### config.mk
export PLATFORM = sky130hd
export DESIGN_NAME = if_fetch_queue
export DESIGN_NICKNAME = d
export VERILOG_FILES = /design/src/rtl/if_fetch_queue_pkg.sv /design/src/rtl/if_fetch_queue_fetch_fifo.sv /design/src/rtl/if_fetch_queue.sv
export SDC_FILE = /design/constraint.sdc
export NUM_CORES = 1
export LEC_CHECK = 0
export BUFFER_PORTS_ARGS = -buffer_cell sky130_fd_sc_hd__buf_4
export CORE_ASPECT_RATIO = 0.9
export CORE_MARGIN = 2
export CORE_UTILIZATION = 26
export DETAILED_ROUTE_END_ITERATION = 8
export PLACE_DENSITY = 0.53
export SYNTH_ARGS = -nofsm -noshare
export SYNTH_HDL_FRONTEND = slang
export SYNTH_SLANG_ARGS = --single-unit
### constraint.sdc
create_clock -name clk_i -period 9.06 [get_ports clk_i]
set_input_delay 0.906 -clock clk_i [delete_from_list [all_inputs] [get_ports clk_i]]
set_output_delay 0.906 -clock clk_i [all_outputs]
set_load 0.005 [all_outputs]
### src/rtl/if_fetch_queue_pkg.sv
// ----------------------------------------------------------------------------
// if_fetch_queue_pkg
// Shared CPU definitions for the instruction fetch front end.
//   XLEN           : datapath / address width
//   PC_STEP        : sequential fetch increment in bytes
//   fetch_state_t  : fetch FSM states (IDLE, FETCH)
//   fetch_entry_t  : one queued instruction together with its PC
//   align_pc()     : forces a byte address onto a word boundary
// ----------------------------------------------------------------------------
package if_fetch_queue_pkg;

    localparam int XLEN = 32;
    localparam logic [XLEN-1:0] PC_STEP = 32'd4;

    typedef enum logic {
        ST_IDLE  = 1'b0,
        ST_FETCH = 1'b1
    } fetch_state_t;

    typedef struct packed {
        logic [XLEN-1:0] pc;
        logic [XLEN-1:0] instr;
    } fetch_entry_t;

    function automatic logic [XLEN-1:0] align_pc(input logic [XLEN-1:0] pc);
        return pc & {{(XLEN-2){1'b1}}, 2'b00};
    endfunction

endpackage

### src/rtl/if_fetch_queue_fetch_fifo.sv
// ----------------------------------------------------------------------------
// fetch_fifo
// Circular buffer holding fetched {pc, instr} entries for the decode stage.
// Ports:
//   clk, rst   : clock and synchronous active-high reset
//   push, data : write one entry (ignored when full)
//   pop        : retire the head entry (ignored when empty)
//   flush      : discard all entries; wins over push and pop
//   head       : current head entry
//   count      : number of entries held (0..DEPTH)
// ----------------------------------------------------------------------------
module fetch_fifo
    import if_fetch_queue_pkg::*;
#(
    parameter  int DEPTH = 4,
    localparam int PTR_W = (DEPTH > 1) ? $clog2(DEPTH) : 1,
    localparam int CNT_W = $clog2(DEPTH) + 1
) (
    input  logic             clk,
    input  logic             rst,
    input  logic             push,
    input  fetch_entry_t     data,
    input  logic             pop,
    input  logic             flush,
    output fetch_entry_t     head,
    output logic [CNT_W-1:0] count
);

    fetch_entry_t     mem [DEPTH];
    logic [PTR_W-1:0] rd_ptr;
    logic [PTR_W-1:0] wr_ptr;
    logic             do_push;
    logic             do_pop;

    // Guard against overflow/underflow even if the caller misbehaves.
    assign do_push = push && (count != CNT_W'(DEPTH));
    assign do_pop  = pop && (count != '0);
    assign head    = mem[rd_ptr];

    always_ff @(posedge clk) begin
        if (rst || flush) begin
            rd_ptr <= '0;
            wr_ptr <= '0;
            count  <= '0;
        end else begin
            if (do_push) begin
                wr_ptr <= wr_ptr + 1'b1;
            end
            if (do_pop) begin
                rd_ptr <= rd_ptr + 1'b1;
            end
            case ({do_push, do_pop})
                2'b10:   count <= count + 1'b1;
                2'b01:   count <= count - 1'b1;
                default: count <= count;
            endcase
        end
    end

    // Storage is not reset; the top masks the head while the queue is empty.
    always_ff @(posedge clk) begin
        if (do_push && !rst && !flush) begin
            mem[wr_ptr] <= data;
        end
    end

endmodule

### src/rtl/if_fetch_queue.sv
// ----------------------------------------------------------------------------
// if_fetch_queue
// Instruction fetch unit: issues sequential reads to instruction memory and
// queues the returned instructions with their PCs for decode.
// Parameters: DEPTH (queue entries, power of two), RESET_PC (first fetch PC).
// Ports:
//   clk_i, rst_i          : clock, synchronous active-high reset
//   start_i               : fetch enable
//   redirect_i/_pc_i      : branch/jump redirect pulse and target
//   imem_req_o/_addr_o    : instruction memory read strobe and byte address
//   imem_instr_i          : read data, one cycle after the strobe
//   valid_o/ready_i       : head handshake towards decode
//   instr_o/pc_o          : head instruction and its PC
// Optional build macro IF_STARVE_CNT_EN adds starve_cnt_o, counting FETCH
// cycles in which decode has nothing to consume.
// ----------------------------------------------------------------------------
module if_fetch_queue
    import if_fetch_queue_pkg::*;
#(
    parameter int              DEPTH    = 4,
    parameter logic [XLEN-1:0] RESET_PC = 32'h0000_0000
) (
    input  logic        clk_i,
    input  logic        rst_i,
    input  logic        start_i,
    input  logic        redirect_i,
    input  logic [31:0] redirect_pc_i,
    output logic        imem_req_o,
    output logic [31:0] imem_addr_o,
    input  logic [31:0] imem_instr_i,
    output logic        valid_o,
    input  logic        ready_i,
    output logic [31:0] instr_o,
    output logic [31:0] pc_o
`ifdef IF_STARVE_CNT_EN
    ,
    output logic [31:0] starve_cnt_o
`endif
);

    localparam int CNT_W = $clog2(DEPTH) + 1;

    fetch_state_t    state;
    fetch_state_t    state_next;
    logic [XLEN-1:0] fetch_pc;
    logic [XLEN-1:0] inflight_pc;
    logic            inflight;
    logic            squash;
    logic            req;
    logic            push;
    logic            pop;
    logic            credit_ok;
    logic [CNT_W:0]  credits_used;
    logic [CNT_W-1:0] count;
    fetch_entry_t    head;
    fetch_entry_t    push_entry;

    // Queued entries plus the outstanding read must leave room for one more,
    // so a returning response always has a free slot.
    assign credits_used = {1'b0, count} + {{CNT_W{1'b0}}, inflight};
    assign credit_ok    = 32'(credits_used) < 32'(DEPTH);

    // A response arriving in a redirect cycle belongs to the old path.
    assign squash     = redirect_i && inflight;
    assign push       = inflight && !squash;
    assign push_entry = '{pc: inflight_pc, instr: imem_instr_i};

    assign valid_o = (count != '0) && !rst_i;
    assign pop     = valid_o && ready_i && !redirect_i;
    assign instr_o = valid_o ? head.instr : '0;
    assign pc_o    = valid_o ? head.pc : '0;

    assign imem_req_o  = req;
    assign imem_addr_o = rst_i ? RESET_PC : fetch_pc;

    always_comb begin
        state_next = state;
        req        = 1'b0;
        case (state)
            ST_IDLE: begin
                if (start_i) begin
                    state_next = ST_FETCH;
                end
            end
            ST_FETCH: begin
                if (!start_i) begin
                    state_next = ST_IDLE;
                end
                req = start_i && credit_ok && !redirect_i;
            end
            default: state_next = ST_IDLE;
        endcase
        if (rst_i) begin
            req = 1'b0;
        end
    end

    always_ff @(posedge clk_i) begin
        if (rst_i) begin
            state       <= ST_IDLE;
            fetch_pc    <= RESET_PC;
            inflight    <= 1'b0;
            inflight_pc <= RESET_PC;
        end else begin
            state    <= state_next;
            inflight <= req;
            if (redirect_i) begin
                fetch_pc <= align_pc(redirect_pc_i);
            end else if (req) begin
                fetch_pc    <= fetch_pc + PC_STEP;
                inflight_pc <= fetch_pc;
            end
        end
    end

    fetch_fifo #(
        .DEPTH (DEPTH)
    ) u_fifo (
        .clk   (clk_i),
        .rst   (rst_i),
        .push  (push),
        .data  (push_entry),
        .pop   (pop),
        .flush (redirect_i),
        .head  (head),
        .count (count)
    );

`ifdef IF_STARVE_CNT_EN
    always_ff @(posedge clk_i) begin
        if (rst_i) begin
            starve_cnt_o <= '0;
        end else if ((state == ST_FETCH) && !valid_o && !redirect_i) begin
            starve_cnt_o <= starve_cnt_o + 32'd1;
        end
    end
`endif

endmodule
==> results of run 1 <==
==> kinds of logic after synthesis <==
family,share of synthesized area
flip-flops,0.691
AND/OR/NAND/NOR,0.115
AO/OA/AOI/OAI,0.0331
multiplexers,0.113
buffers and inverters,0.0203
XOR/XNOR,0.0198
adder cells (fa/ha/maj),0.00741
other,0.000292
==> placed cells by master (no fill, tap or decap), drive strengths merged, types with 16 or more instances in the layout <==
master,n
nor2,34
nand3,16
and2,68
a21oi,40
clkbuf,49
edfxtp,248
xor2,21
clkinv,16
nor2b,30
dfxtp,71
mux4,62
buf,170
nand2,87
==> state kept, by name, summed over array words and instances (netlist names), named ones only <==
register and count:
u_fifo.mem 248, fetch_pc 30, inflight_pc 30, u_fifo.count 3, u_fifo.rd_ptr 2, u_fifo.wr_ptr 2, inflight 1, state 1
==> per-stage QoR <==
step                       util  power, uW
after floorplan               -       1660
after global placement    0.301       1710
after detailed placement  0.301       1710
after CTS                 0.327       3240
after global routing      0.327       3310
final                     0.327       3190
==> power groups by stage <==
stage | Clock (uW) | Sequential, uW | Combinational [uW]
global placement | 0 | 1630 | 84.7
CTS | 1560 | 1600 | 86.2
global route | 1620 | 1600 | 94.2
finish | 1510 | 1600 | 85.1
detailed placement | 0 | 1630 | 85.7
floorplan | 0 | 1620 | 40.7
==> metal layers <==
layer / vias to the layer above / wire length, um / GRT usage
met5: - / 0 / 0
met4: 0 / 634 / 0.0398
met3: 48 / 1590 / 0.0285
met2: 193 / 13900 / 0.187
met1: 3647 / 14600 / 0.168
li1: 3442 / - / -
==> cell usage after synthesis, drive strengths merged (2+ instances only) <==
cell    number  share of area
a31oi        4         0.0019
and4         2         0.0014
ha           6         0.0058
nand2       87          0.025
nand4       12         0.0063
nand3       16         0.0066
o22ai        3         0.0015
mux2i        4         0.0031
o21ai        6         0.0023
xnor2        8         0.0055
nor4         5         0.0041
and3         8         0.0039
nor3         5         0.0036
edfxtp     248           0.58
dfxtp       71           0.11
a21oi       40          0.016
and2        68          0.033
xor2        21          0.014
nor3b        2         0.0012
inv         11         0.0032
mux4        62           0.11
buf         16         0.0068
nor2b       30          0.015
nor2        34         0.0099
a211oi      14         0.0086
clkbuf      34         0.0099
==> cell type report <==
class / instances / area (um^2)
repair buffers: 170 / 1280
well taps: 632 / 791
inverters: 12 / 45.0
clock buffers: 49 / 1020
multi-input cells: 455 / 3740
clock inverters: 21 / 231
fillers: 4835 / 33000
flip-flops and latches: 319 / 8880
==> worst register-to-register path, delay by kind of cell (launching register included) <==
kind	cells	cell delay, ns
buf+inv	2	0.84
compound gates	1	0.59
simple gates	1	0.44
flops	1	0.38
==> worst min-delay path by stage <==
stage,slack [ns],endpoint
3_3_place_gp,0.48,u_fifo.mem[2][36]$_DFFE_PP_
6_report,0.50,inflight_pc[28]$_SDFFE_PP0P_
2_1_floorplan,0.46,u_fifo.mem[0][34]$_DFFE_PP_
5_1_grt,0.52,u_fifo.mem[1][36]$_DFFE_PP_
4_1_cts,0.50,inflight_pc[10]$_SDFFE_PP0P_
3_5_place_dp,0.49,inflight_pc[13]$_SDFFE_PP0P_
==> run summary, run 1 <==
run status: completed
DRT iter0 DRCs: 419
num rows: 77
Die W: 238 um
Port Buffers: 160
leak pwr: 0.00513 uW
RSZ-0062 raised after global routing: no
Post-Place Setup Slack: 5.16 ns
DR DRC count: 0
Final Hold Viols: 0
WHS Path Cells: 2
Worst Skew: 0.0294 ns
number of global-route vias before repair: 7,810
clk buf depth: 3
PD cells: 199 mW/mm^2
Post-Syn Area: 0.0128 mm^2
min-delay src: inflight_pc[28]$_SDFFE_PP0P_
Seq/Total Area, Yosys: 0.691
Area Overhead vs Synth: 24.6%
Die Height: 215 um
ys async rst share: 0
DP Area: 0.0147 mm^2
Main synth FF type: edfxtp_1
Post-Layout Inst Area: 0.0160 mm^2
VDD IR max: 113 uV
switch share: 0.203
GRT Overall Usage: 0.121
Initial Util: 0.262
# hold bufs at CTS: 0
crit path kind: reg2out
CP max stage delay: 0.75 ns
critical path cell sequence: buf_4 -> mux4_2 -> and2_1 -> buf_4
Critical Path End Type: primary output
initial antenna violation count: 0
Post-CTS Setup Inserts: 0
clock power share: 0.472
slew at the pin with the worst max-slew slack: 1.09 ns
worst setup margin: 5.12 ns
# placed instances: 1,588
crit start category: register
Buf/Inv on CP: 2
Final ANT Viol Nets: 0
H-tree depth: 2
Critical Path Fanout Max: 37
largest net degree at the start of global routing: 64
WP depth: 4
clock net sink count: 319
Syn Area/Cell: 15.4 um^2
RR Startpoint: u_fifo.count[1]$_SDFFE_PP0P_
Worst Path Arrival: 3.03 ns
Min Hold Slack: 0.499 ns
fin crit share: 0.435
Critical Path Most Common Cell: buf_4
WP data required: 8.15 ns
total grt overflow: 0
antenna cell count: 0
min-delay worst type: reg2reg
setup TNS: 0 ns
later-pin clock latency in the skew report: 0.55 ns
Post-DP HPWL: 18.4 mm
PostCTS Resize Cnt: 0
Logic pwr share: 0.027
crit path to: pc_o[14]
total core area: 0.0489 mm^2
clk slew on worst S/H paths: 0.06 ns
post-synthesis register bit count: 319
FF-to-FF setup slack: 6.38 ns
final std cells w/o fill: 1,658
CP delay by family, top: buffers and inverters
global placement routability congestion: 0.750
Nets: 1,072
Reg power frac: 0.501
first-pass GRT wire length: 47.2 mm
final WL: 30.8 mm
EDFF count, synth: 248
NetSw: 648 uW
worst r2r path cells: 4
Final setup viols: 0
root buf cell: clkbuf_16
Max Fclk: 0.254 GHz
distinct cell type count after synthesis: 52
vias per cell: 4.42
TritonCTS clock tree: built
max cap viols: 0
Pint: 2540 uW
io pins: 167
ratio of cells with drive above 1 in the final layout: 0.300
router iterations before antenna repair: 5
reg2reg end: u_fifo.mem[2][13]$_DFFE_PP_
slowest cell on the critical path: buf_4
Rel. slew slack: 0.276
min Tclk post-route: 3.94 ns
Vias: 7,330
Wirelength per Cell: 18.6 um
synthesized instance count: 833
Synthesis Warnings: 0
Die Area: 0.0512 mm^2
Slew Viols, Final: 0
CTS Buf Count: 38
No activity file was read; power rests on OpenSTA's default activity.
==> inputs of run 2 (changes only) <==
--- a/config.mk
+++ b/config.mk
@@ -5,12 +5,13 @@
 export SDC_FILE = /design/constraint.sdc
 export NUM_CORES = 1
 export LEC_CHECK = 0
+export ABC_AREA = 1
 export BUFFER_PORTS_ARGS = -buffer_cell sky130_fd_sc_hd__buf_4
 export CORE_ASPECT_RATIO = 0.9
 export CORE_MARGIN = 2
 export CORE_UTILIZATION = 26
 export DETAILED_ROUTE_END_ITERATION = 8
-export PLACE_DENSITY = 0.53
+export PLACE_DENSITY = 0.55
 export SYNTH_ARGS = -nofsm -noshare
 export SYNTH_HDL_FRONTEND = slang
 export SYNTH_SLANG_ARGS = --single-unit
==> constraint.sdc (replaced) <==
create_clock -name clk_i -period 3.3 [get_ports clk_i]
set_input_delay 0.33 -clock clk_i [delete_from_list [all_inputs] [get_ports clk_i]]
set_output_delay 0.33 -clock clk_i [all_outputs]
set_load 0.005 [all_outputs]
==> run 2 against run 1 <==
Compared with the run above:
- utilization grew 0.68 points
- first-iteration DRC count grew 60%
- clock skew shrank 0.0037 ns
- global-route usage increased by 0.96 points
- cell count is 33% higher
- non-clock buffer count up 41
- worst setup slack lost 4.6 ns
- clock-buffer cell count shrank 2
- synthesized area grew 4.0%
- flip-flop and latch count is the same
- hold slack got worse by 0.45 ns
- final area grew 5.4%
- critical path type unchanged
- highest routed layer unchanged
==> run summary, run 2 <==
run status: completed
fin crit share: 0.851
WP data required: 2.97 ns
Reg power frac: 0.502
Top reg by flops: u_fifo.mem
H-tree depth: 2
leading cell type by number of instances after synthesis: nor2_1
min Tclk post-route: 2.81 ns
Critical Path Most Common Cell: buf_4
setup TNS: 0 ns
Logic pwr share: 0.035
CP max stage delay: 0.70 ns
io pins: 167
total core area: 0.0506 mm^2
min-delay worst type: in2reg
slew at the pin with the worst max-slew slack: 0.930 ns
max reg flops: 248
Rel. slew slack: 0.380
final WL: 35.3 mm
critical path cell sequence: inv_1 -> nand3_1 -> nand2_2 -> buf_4 -> a21oi_1 -> buf_4
post-synthesis register bit count: 319
Final Hold Viols: 0
largest net degree at the start of global routing: 68
RSZ-0062 raised after global routing: no
slowest cell on the critical path: buf_4
antenna cell count: 0
switch share: 0.209
Die Area: 0.0532 mm^2
cell taking the most area after synthesis: edfxtp_1
Syn Area/Cell: 10.2 um^2
initial antenna violation count: 0
Worst Path Arrival: 2.48 ns
Port Buffers: 160
synthesized instance count: 1,315
largest cells by area after synthesis: edfxtp_1 56%, dfxtp_1 11%, nor2_1 9.7%, o21ai_0 6.3%, nand2_1 3.9%
clk buf depth: 3
TritonCTS clock tree: built
number of global-route vias before repair: 9,112
clock power share: 0.463
clk slew on worst S/H paths: 0.06 ns
DR DRC count: 0
Worst Skew: 0.0257 ns
Critical Path Fanout Max: 62
crit path kind: reg2out
later-pin clock latency in the skew report: 0.55 ns
Final setup viols: 0
ys async rst share: 0
Final ANT Viol Nets: 0
Initial Util: 0.264
Area Overhead vs Synth: 26.3%
NetSw: 1820 uW
Die Height: 219 um
Yosys top cell area share: 0.558
Nets: 1,568
num rows: 78
total grt overflow: 0
router iterations before antenna repair: 5
root buf cell: clkbuf_16
max cap viols: 0
VDD IR max: 262 uV
CTS Buf Count: 36
commonest non-fill, non-tap cells in the layout: 340 x nor2_1, 248 x edfxtp_1, 171 x buf_4
Wirelength per Cell: 16.1 um
biggest regs: u_fifo.mem: 248 flops, fetch_pc: 30 flops, inflight_pc: 30 flops
commonest non-fill, non-tap cell in the layout: nor2_1
crit start category: register
Min Hold Slack: 0.0493 ns
DRT iter0 DRCs: 670
final std cells w/o fill: 2,199
GRT Overall Usage: 0.131
EDFF count, synth: 248
clock net sink count: 319
Main synth FF type: edfxtp_1
FILL cells: 5,185
Critical Path End Type: primary output
distinct cell type count after synthesis: 37
vias per cell: 4.42
ratio of cells with drive above 1 in the final layout: 0.169
Post-Syn Area: 0.0134 mm^2
Pint: 6900 uW
Post-CTS Setup Inserts: 0
Synthesis Warnings: 0
Seq/Total Area, Yosys: 0.664
Vias: 9,711
global placement routability congestion: 0.824
leak pwr: 0.00617 uW
Slew Viols, Final: 0
# placed instances: 2,101
Max Fclk: 0.356 GHz
Synth top cells by count: 344 x nor2_1, 248 x edfxtp_1, 167 x o21ai_0, 137 x nand2_1, 96 x a21oi_1
Post-DP HPWL: 21.0 mm
first-pass GRT wire length: 53.8 mm
PD cells: 517 mW/mm^2
Die W: 243 um
[run 2: final cells by class]
class | instances | area (um^2) | share of cell area
sequential | 319 | 8870 | 0.526
clock buffer | 47 | 973 | 0.0577
multi-input combinational | 848 | 3890 | 0.231
clock inverter | 18 | 223 | 0.0132
tap | 680 | 851 | 0.0505
timing repair buffer | 211 | 1750 | 0.104
inverter | 76 | 287 | 0.0170
[run 2: worst max-delay path, delay by kind of cell, from the launching register on]
kind	cells	cell delay (ns)
AO/OA/AOI/OAI	1	0.25
buffers and inverters	3	1.10
flip-flops	1	0.31
AND/OR/NAND/NOR	2	0.23
[run 2: cell families (layout without fill, tap and decap cells)]
group	Yosys count	after routing	share of synthesized area
compound gates	289	289	0.113
xor+xnor	8	8	0.00525
fa+ha+maj	7	7	0.00712
buf+inv	151	352	0.0472
flops	319	319	0.664
other cells	1	4	0.000281
simple gates	540	540	0.163
[run 2: what timing repair did]
action	CTS	global route
gates resized for setup	0	0
hold endpoints to repair	129	0
hold buffers	33	0
[run 2: per-layer routing]
layer	track usage	up-vias	wire length, um	share of wire
met5	0	-	0	0
met4	0.0397	0	589	0.017
met3	0.0264	41	2090	0.059
met2	0.199	284	15500	0.44
met1	0.188	4545	17200	0.49
li1	-	4841	-	-
[run 2: per-stage QoR]
stage                util  total power (uW)  setup slack [ns]  area [um^2]
CTS                 0.333              8860             0.405        16900
global route        0.333              9040             0.342        16900
global placement    0.303              4730              1.02        15300
floorplan               -              4580            -0.684        13400
detailed placement  0.303              4730              1.01        15300
finish              0.333              8720             0.492        16900
[run 2: power by group through the flow]
stage / registers (uW) / logic, uW / clock network (uW)
2_1_floorplan: 4450 / 133 / 0
5_1_grt: 4380 / 339 / 4320
4_1_cts: 4380 / 306 / 4180
6_report: 4380 / 305 / 4040
3_3_place_gp: 4460 / 269 / 0
3_5_place_dp: 4460 / 272 / 0
[run 2: worst paths after layout]
check / from / end / slack (ns) / cells past startpoint
hold / removal: redirect_pc_i[19] / fetch_pc[19]$_SDFFE_PP0P_ / 0.05 / 3
hold reg to reg: u_fifo.rd_ptr[1]$_SDFFE_PP0P_ / register / 0.46 / 2
setup / recovery: u_fifo.count[2]$_SDFFE_PP0P_ / pc_o[14] / 0.49 / 6
setup reg to reg: u_fifo.count[2]$_SDFFE_PP0P_ / u_fifo.count[2]$_SDFFE_PP0P_ / 1.01 / 11
